### src/rtl/ddr_cmd_sequencer.sv
// Serialises read/write/refresh requests into legal DDR command sequences, one command in flight.
// Strobes registered (first command one cycle after acceptance); req_ready held low until the sequence completes.
module ddr_cmd_sequencer #(
   parameter int BGWIDTH  = 2,
   parameter int BAWIDTH  = 2,
   parameter int ROWWIDTH = 16,
   parameter int BL       = 8,
   parameter int T_RCD    = 17,
   parameter int T_RP     = 17,
   parameter int T_WR     = 14,
   parameter int T_RFC    = 34
) (
   input  logic                                 clk,
   input  logic                                 reset,
   input  logic                                 req_valid,
   output logic                                 req_ready,
   input  logic                                 req_write,
   input  logic                                 req_autopre,
   input  logic [(BGWIDTH > 0 ? BGWIDTH : 1)-1:0] req_bg,
   input  logic [BAWIDTH-1:0]                   req_ba,
   input  logic [ROWWIDTH-1:0]                  req_row,
   input  logic                                 ref_req,
   output logic                                 ref_ack,
   output logic                                 ACT,
   output logic                                 PR,
   output logic                                 PRA,
   output logic                                 RD,
   output logic                                 RDA,
   output logic                                 WR,
   output logic                                 WRA,
   output logic                                 REF,
   output logic [(BGWIDTH > 0 ? BGWIDTH : 1)-1:0] cmd_bg,
   output logic [BAWIDTH-1:0]                   cmd_ba,
   output logic [ROWWIDTH-1:0]                  cmd_row,
   output logic                                 resp_valid,
   output logic                                 resp_write
);
   localparam int BGW   = (BGWIDTH > 0) ? BGWIDTH : 1;
   localparam int IDXW  = BGWIDTH + BAWIDTH;
   localparam int NBANK = 1 << IDXW;
   localparam int T_A   = (T_RFC > BL + T_RP) ? T_RFC : BL + T_RP;
   localparam int T_B   = (T_WR + T_RP > T_RCD) ? T_WR + T_RP : T_RCD;
   localparam int TMAX  = (T_A > T_B) ? T_A : T_B;
   localparam int TW    = $clog2(TMAX + 1);

   typedef enum logic [3:0] {
      IDLE, PRE, WAIT_RP, ACTV, WAIT_RCD, CAS, WAIT_CAS, WAIT_APRP,
      REF_PRA, WAIT_RPA, REFR, WAIT_RFC
   } state_t;

   state_t              state, state_nxt;
   logic [TW-1:0]       timer;
   logic                timer_done;
   logic [NBANK-1:0]    row_vld;
   logic [ROWWIDTH-1:0] row_tbl [NBANK];
   logic                lat_write, lat_autopre;
   logic [BGW-1:0]      lat_bg;
   logic [BAWIDTH-1:0]  lat_ba;
   logic [ROWWIDTH-1:0] lat_row;
   logic [IDXW-1:0]     req_idx, lat_idx;
   logic                accept;
   logic                cur_write, cur_autopre;
   logic [BGW-1:0]      cur_bg;
   logic [BAWIDTH-1:0]  cur_ba;
   logic [ROWWIDTH-1:0] cur_row;
   logic                act_nxt, pr_nxt, pra_nxt, ref_nxt, cas_nxt;
   logic                rd_nxt, rda_nxt, wr_nxt, wra_nxt, bank_cmd, resp_nxt;

   generate
      if (BGWIDTH > 0) begin : g_bg
         assign req_idx = {req_bg, req_ba};
         assign lat_idx = {lat_bg, lat_ba};
      end else begin : g_nobg
         assign req_idx = req_ba;
         assign lat_idx = lat_ba;
      end
   endgenerate

   assign req_ready  = (state == IDLE) && !ref_req && !reset;
   assign accept     = req_valid && req_ready;
   assign timer_done = (timer <= TW'(1));

   // The first command of a sequence issues straight off the accepting edge, so it must use the live request.
   assign cur_write   = (state == IDLE) ? req_write   : lat_write;
   assign cur_autopre = (state == IDLE) ? req_autopre : lat_autopre;
   assign cur_bg      = (state == IDLE) ? req_bg      : lat_bg;
   assign cur_ba      = (state == IDLE) ? req_ba      : lat_ba;
   assign cur_row     = (state == IDLE) ? req_row     : lat_row;

   always_ff @(posedge clk) begin
      if (reset) state <= IDLE;
      else       state <= state_nxt;
   end

   always_comb begin
      state_nxt = state;
      case (state)
         IDLE: begin
            if (ref_req)
               state_nxt = (|row_vld) ? REF_PRA : REFR;
            else if (req_valid) begin
               if (row_vld[req_idx] && row_tbl[req_idx] == req_row) state_nxt = CAS;
               else if (row_vld[req_idx])                            state_nxt = PRE;
               else                                                  state_nxt = ACTV;
            end
         end
         PRE:       state_nxt = WAIT_RP;
         WAIT_RP:   if (timer_done) state_nxt = ACTV;
         ACTV:      state_nxt = WAIT_RCD;
         WAIT_RCD:  if (timer_done) state_nxt = CAS;
         CAS:       state_nxt = WAIT_CAS;
         WAIT_CAS:  if (timer_done) state_nxt = lat_autopre ? WAIT_APRP : IDLE;
         WAIT_APRP: if (timer_done) state_nxt = IDLE;
         REF_PRA:   state_nxt = WAIT_RPA;
         WAIT_RPA:  if (timer_done) state_nxt = REFR;
         REFR:      state_nxt = WAIT_RFC;
         WAIT_RFC:  if (timer_done) state_nxt = IDLE;
         default:   state_nxt = IDLE;
      endcase
   end

   always_comb begin
      act_nxt  = (state_nxt == ACTV);
      pr_nxt   = (state_nxt == PRE);
      pra_nxt  = (state_nxt == REF_PRA);
      ref_nxt  = (state_nxt == REFR);
      cas_nxt  = (state_nxt == CAS);
      rd_nxt   = cas_nxt && !cur_write && !cur_autopre;
      rda_nxt  = cas_nxt && !cur_write &&  cur_autopre;
      wr_nxt   = cas_nxt &&  cur_write && !cur_autopre;
      wra_nxt  = cas_nxt &&  cur_write &&  cur_autopre;
      bank_cmd = act_nxt || pr_nxt || cas_nxt;
      resp_nxt = (state == WAIT_CAS) && timer_done;
   end

   always_ff @(posedge clk) begin
      if (reset) begin
         {ACT, PR, PRA, RD, RDA, WR, WRA, REF} <= '0;
         ref_ack    <= 1'b0;
         cmd_bg     <= '0;
         cmd_ba     <= '0;
         cmd_row    <= '0;
         resp_valid <= 1'b0;
         resp_write <= 1'b0;
      end else begin
         {ACT, PR, PRA, RD, RDA, WR, WRA, REF} <=
            {act_nxt, pr_nxt, pra_nxt, rd_nxt, rda_nxt, wr_nxt, wra_nxt, ref_nxt};
         ref_ack    <= ref_nxt;
         if (bank_cmd) begin
            cmd_bg <= cur_bg;
            cmd_ba <= cur_ba;
         end
         if (act_nxt) cmd_row <= cur_row;
         resp_valid <= resp_nxt;
         resp_write <= resp_nxt && lat_write;
      end
   end

   always_ff @(posedge clk) begin
      if (reset) begin
         {lat_write, lat_autopre} <= 2'b00;
         lat_bg  <= '0;
         lat_ba  <= '0;
         lat_row <= '0;
      end else if (accept) begin
         {lat_write, lat_autopre} <= {req_write, req_autopre};
         lat_bg  <= req_bg;
         lat_ba  <= req_ba;
         lat_row <= req_row;
      end
   end

   // Timer holds the cycles remaining before the next command; waits leave when it reaches 1.
   always_ff @(posedge clk) begin
      if (reset) timer <= '0;
      else begin
         case (state)
            PRE, REF_PRA: timer <= TW'(T_RP - 1);
            ACTV:         timer <= TW'(T_RCD - 1);
            CAS:          timer <= lat_write ? TW'(T_WR - 1) : TW'(BL - 1);
            REFR:         timer <= TW'(T_RFC - 1);
            WAIT_CAS:     timer <= timer_done ? TW'(T_RP) : timer - TW'(1);
            default:      if (timer != '0) timer <= timer - TW'(1);
         endcase
      end
   end

   always_ff @(posedge clk) begin
      if (reset) row_vld <= '0;
      else begin
         case (state)
            PRE:     row_vld[lat_idx] <= 1'b0;
            ACTV:    row_vld[lat_idx] <= 1'b1;
            CAS:     if (lat_autopre) row_vld[lat_idx] <= 1'b0;
            REF_PRA: row_vld <= '0;
            default: ;
         endcase
      end
   end

   always_ff @(posedge clk) begin
      if (state == ACTV) row_tbl[lat_idx] <= lat_row;
   end
endmodule

### config.mk
export PLATFORM = sky130hd
export DESIGN_NAME = ddr_cmd_sequencer
export DESIGN_NICKNAME = d
export VERILOG_FILES = /design/src/rtl/ddr_cmd_sequencer.sv
export SDC_FILE = /design/constraint.sdc
export NUM_CORES = 1
export LEC_CHECK = 0
export ABC_AREA = 1
export BUFFER_PORTS_ARGS = -buffer_cell sky130_fd_sc_hd__buf_2
export CAP_MARGIN = 10
export CORE_ASPECT_RATIO = 0.75
export CORE_MARGIN = 2
export CORE_UTILIZATION = 30
export CTS_BUF_LIST = sky130_fd_sc_hd__clkbuf_8
export CTS_CLUSTER_SIZE = 8
export DETAILED_ROUTE_END_ITERATION = 10
export PLACE_DENSITY = 0.45
export SLEW_MARGIN = 30
export SYNTH_ARGS = -nofsm -noshare
export SYNTH_HDL_FRONTEND = slang
export SYNTH_SLANG_ARGS = --single-unit
### constraint.sdc
create_clock -name clk -period 2.5 [get_ports clk]
set_clock_uncertainty 0.1 [all_clocks]
set_input_delay 0.25 -clock clk [delete_from_list [all_inputs] [get_ports clk]]
set_output_delay 0.25 -clock clk [all_outputs]
set_load 0.05 [all_outputs]
# == Word level (Yosys, flattened, before mapping) ==
# Memories as Yosys holds them, arrays and structs flattened.
# Cells that the tools add are included.
# totals
reg_bits,78
mem_bits_rw,256
in_bits,26
out_inout_bits,32
elab_cells,104
mem_count,1
# op_classes
add_sub_neg,1
order_cmp,4
eq_ne,18
n_mux,29
bitwise_logic,3
n_reduce_logical,27
# memory_table
memory,words,word_bits,rd,rd_ports_with_merged_regs,wr,line_no,source
row_tbl,16,16,1,0,1,55,logic [ROWWIDTH-1:0] row_tbl [NBANK];
# op_table
op,count
$pmux W16 S4,1
$pmux W4 S11,1
$mux W16,2
$mux W4,8
$eq A4 B4 Y1 const B,6
$pmux W6 S4,1
$eq A4 B3 Y1 const B,5
$and A16 B16 Y16,1
$eq A16 B16 Y1,1
$not A16 Y16,1
$or A16 B16 Y16,1
$reduce_or A16 Y1,1
$logic_and A1 B1 Y1,13
$eq A4 B2 Y1 const B,3
$mux W6,2
$lt A4 B5 Y1 const B,2
$eq A4 B1 Y1 const B,2
$mux W2,4
$le A6 B1 Y1 const B,1
$mux W1,6
$mux W3,2
$reduce_bool A6 Y1,1
$sub A6 B1 Y6 const B,1
$reduce_bool A5 Y1,1
11 further kinds,15

# == Logic depth before layout (Yosys ltp) ==
# logic_depth
word_depth,10
depth_mapped,21
mapped_depth_nobuf,18

# == Least setup slack after synthesis ==
# No wires, ideal clock.
# synth_timing
path_type,flip-flop to flip-flop
from,register state[2]
to,memory row_tbl[4][0] (enable)
t_arrival_ns,2.013
required_ns,2.012
path_slack_ns,-0.001
path_stages_with_launch,7
period_less_slack_ns,2.501
path_cell_list,dfxtp_1 inv_2 nand2_2 nor2_1 clkinv_1 clkbuf_1 nor2_1
# synth_between
elab_chain_cells,3
# synth_rtl
item,line_no,source
"start, declared",51,"state_t state, state_nxt;"
"start signal, assigned",92,else state <= state_nxt;
$eq A4 B2 Y1,202,if (state == ACTV) row_tbl[lat_idx] <= lat_row;
$mux W1,202,
$mux W1 (not written as such),202,
"end, declared",55,
# No other way between the ends.

# == Worst setup path after layout ==
# layout_timing
from,register state[2]
to,register cmd_ba[1]
# layout_between
elab_chain_cells,6
# layout_rtl
item,line_no,source
"$eq A4 B4 Y1, or another cell as far along",97,case (state)
$reduce_or A2 Y1 (no line) / $mux W4 (equally long branches),n/a,
$pmux W4 S11,97,
$eq A4 B2 Y1 / $eq A4 B1 Y1 (equally long branches),"123, 124",
$logic_or A1 B1 Y1 (2 in series),132,bank_cmd = act_nxt || pr_nxt || cas_nxt;
"end signal, assigned",151,cmd_ba <= cur_ba;
"end, declared",33,"output logic [BAWIDTH-1:0] cmd_ba,"
# Parallel ways exist; a longest one is shown, timed or not.
# A chain may end at the register's enable or synchronous reset.

==> results.cfg <==
[worst_setup_path]
cp_max_fo = 18
reg2reg_depth = 17
worstPathRequired_ps = 2920
rr_startpoint = state[2]
endpoint = cmd_ba[1]
reg2reg_slack_ps = 160
cp-startpoint = state[2]
cpPeakStageDelay_ps = 360
r2r-end = cmd_ba[1]
crit_chain = inv_2, nand2_2, nor2_4, nand2_2, nor2_4, inv_4, nor2_4, nand2_1, nor2_1, nand2_1, nor2_1, nand3_2, nand3_4, buf_12, nand3_1, nand2_1, nor2_1
end_kind = flop
cp_slowest_cell = dfxtp_1
crit_type = reg -> reg
startpoint_type = flop
critical_path_arrival_ps = 2750

[place]
dp_hpwl_mm = 30.1
placedCellCount = 2350
dp_slack_ps = -294
io_buffers = 57
gp_congestion = 0.835

[layout]
nFillCells = 4948
final_layout_size_suffix_gt1_share_pct = 15.9
multiInputGateArea_um2 = 4520
nets = 1809
area_growth_pct = 21.5
diodes = 0
utilization_pct = 37.0
instances_no_fill = 2474
regArea_um2 = 9250

[logic_synthesis]
avgSynthCellArea_um2 = 9.21
ys_seq_elements = 334
netlist_instances = 1612
synth.top_cell.area_share_pct = 51.8
ys_top_cells_by_area = edfxtp_1, nand2_1, dfxtp_1
synth_area_um2 = 14900
yosysSeqAreaShare_pct = 62.3
synth_ff_type = edfxtp_1
synth.distinct_cells = 37
synth_edf_count = 256
synth_top_area_cell = edfxtp_1
yosysMostFrequentCell = nand2_1
ys_top_cells_by_count = nand2_1, edfxtp_1, inv_1
synth_async_sr_flop_share_pct = 0
syn_nets = 1640
synth_warnings = 0

[clocking]
tritoncts = done
cts_sinks = 334
cts-root-buf = clkbuf_8
htreeDepth = 2
insertion_delay_ps = 630
clkTransAtPathRegs_ps = 60
numCtsBuffers = 55
clockBufferDepth = 3

[floorplan]
rows = 70
dieArea_um2 = 51300
die_y_um = 197
start_util_pct = 30.4
die_x_um = 261
pin_count = 58
core_um2 = 48800

[power]
power_mw = 15.3
leakage_nw = 7.65
power_density_nw_per_um2 = 847
ir_drop_mv = 0.392

[timing]
rsz0062_at_grt = true
fin_ws_ps = 164
period_share_pct = 93.4
max_freq_mhz = 428
relSlewSlack_pct = 49.7
setup_viol = 0
whs_ps = 27.7
hold_violations = 0
worstMarginPinSlew_ps = 754
finalCriticalPeriod_ps = 2340
maxSlewViolCount = 0

[min_path]
hp-class = in -> reg
min_from = req_row[14]

[detailed_routing]
vias = 11500
detail_route.wl_per_cell_um = 18.5
drt-initial-drc-count = 976
drc = 0
routed_via_density = 4.66
wirelength_mm = 45.8
dr.pass1.iters = 5
ant_nets = 0

[global_route]
grt_overflow = 0
grt_pass1_wl_mm = 69.5
grt_max_degree = 54
first_global_vias = 11200
grtUsageTotal_pct = 18.1
antenna_found_initial = 0

[run_status]
status = complete, no violations

[run]
max_cap_viol_count = 0
## per-stage QoR
stage               TNS, ps  instance area [um2]
global placement      -5810                16800
finish                    0                18100
global route          -70.0                18100
detailed placement    -6800                16800
CTS                       0                17900
floorplan              -142                14900
## cells in the final DEF (no fill, tap or decap), types with 2 or more instances in the layout
| cell type | count |
|---|---|
| nor2_4 | 5 |
| clkinv_1 | 17 |
| nand2_1 | 428 |
| buf_4 | 86 |
| o21ai_0 | 84 |
| nor2_2 | 20 |
| edfxtp_1 | 256 |
| a211oi_1 | 16 |
| clkinv_2 | 4 |
| buf_2 | 56 |
| xnor2_1 | 2 |
| o211ai_1 | 19 |
| inv_2 | 7 |
| dfxtp_1 | 76 |
| dlygate4sd3_1 | 19 |
| a31oi_1 | 7 |
| inv_1 | 219 |
| nor4_1 | 4 |
| nand2_2 | 5 |
| nor2_1 | 151 |
| a21oi_1 | 52 |
| nand3_1 | 156 |
| nand3_4 | 2 |
| inv_4 | 2 |
| dfxtp_2 | 2 |
| clkinvlp_4 | 2 |
| buf_12 | 28 |
| clkbuf_8 | 55 |
| nor3_1 | 20 |
| o21ai_1 | 3 |
| or2_2 | 3 |
| nand3_2 | 5 |
## report_power, final
| group | internal (mW) | switching [mW] | total [mW] |
|---|---|---|---|
| clock network | 2.16 | 2.26 | 4.41 |
| registers | 6.40 | 0.339 | 6.74 |
| logic | 1.38 | 2.77 | 4.14 |
| total | 9.94 | 5.36 | 15.3 |
## cell type report
cell class / instances / area share (%)
repair buffers: 190 / 9.43
flip-flops and latches: 334 / 51.3
inverters: 207 / 4.35
well taps: 648 / 4.49
clock buffers: 55 / 4.19
multi-input cells: 993 / 25.0
clock inverters: 47 / 1.27
## worst min path at each step
stage | endpoint | depth (start not counted)
after floorplan | lat_write | 2
after global placement | lat_autopre | 3
after detailed placement | resp_write | 2
after CTS | lat_row[14] | 5
after global routing | lat_row[14] | 5
final | lat_row[14] | 5
## registers in the layout, indices dropped and copies added (netlist names)
signal       flops
lat_write        1
resp_write       1
WR               1
state            4
row_tbl        256
lat_row         16
lat_bg           2
ACT              1
timer            6
cmd_ba           2
cmd_bg           2
WRA              1
REF              1
cmd_row         16
row_vld         16
lat_ba           2
lat_autopre      1
PRA              1
PR               1
resp_valid       1
RD               1
RDA              1
## timing repair
item	CTS	global route
hold buffers	19	0
resized for setup	0	26
endpoints found under the setup margin	0	25
endpoints found under the hold margin	24	0
setup buffers	0	2
## per-layer routing
layer / vias to the layer above / global-route usage [%] / share of wire, %
met5: - / 0 / 0
met4: 0 / 4.40 / 1.8
met3: 59 / 3.14 / 6.6
met2: 338 / 25.6 / 41
met1: 5483 / 28.2 / 51
li1: 5646 / - / -
## worst max-delay path, delay by kind of cell, from the launching register on
kind / cells / cell delay, ps
buf+inv: 3 / 340
simple gates: 14 / 1430
flops: 1 / 360
## cells by family after synthesis
family                     share of synthesized area [%]
DFF                                                 62.3
and+or+nand+nor                                     22.3
adders and majority gates                          0.168
AOI/OAI and AO/OA                                   6.95
xor gates and xnor gates                           0.177
buffers and inverters                               8.10
Note: power is estimated with default switching activity, not from simulation.
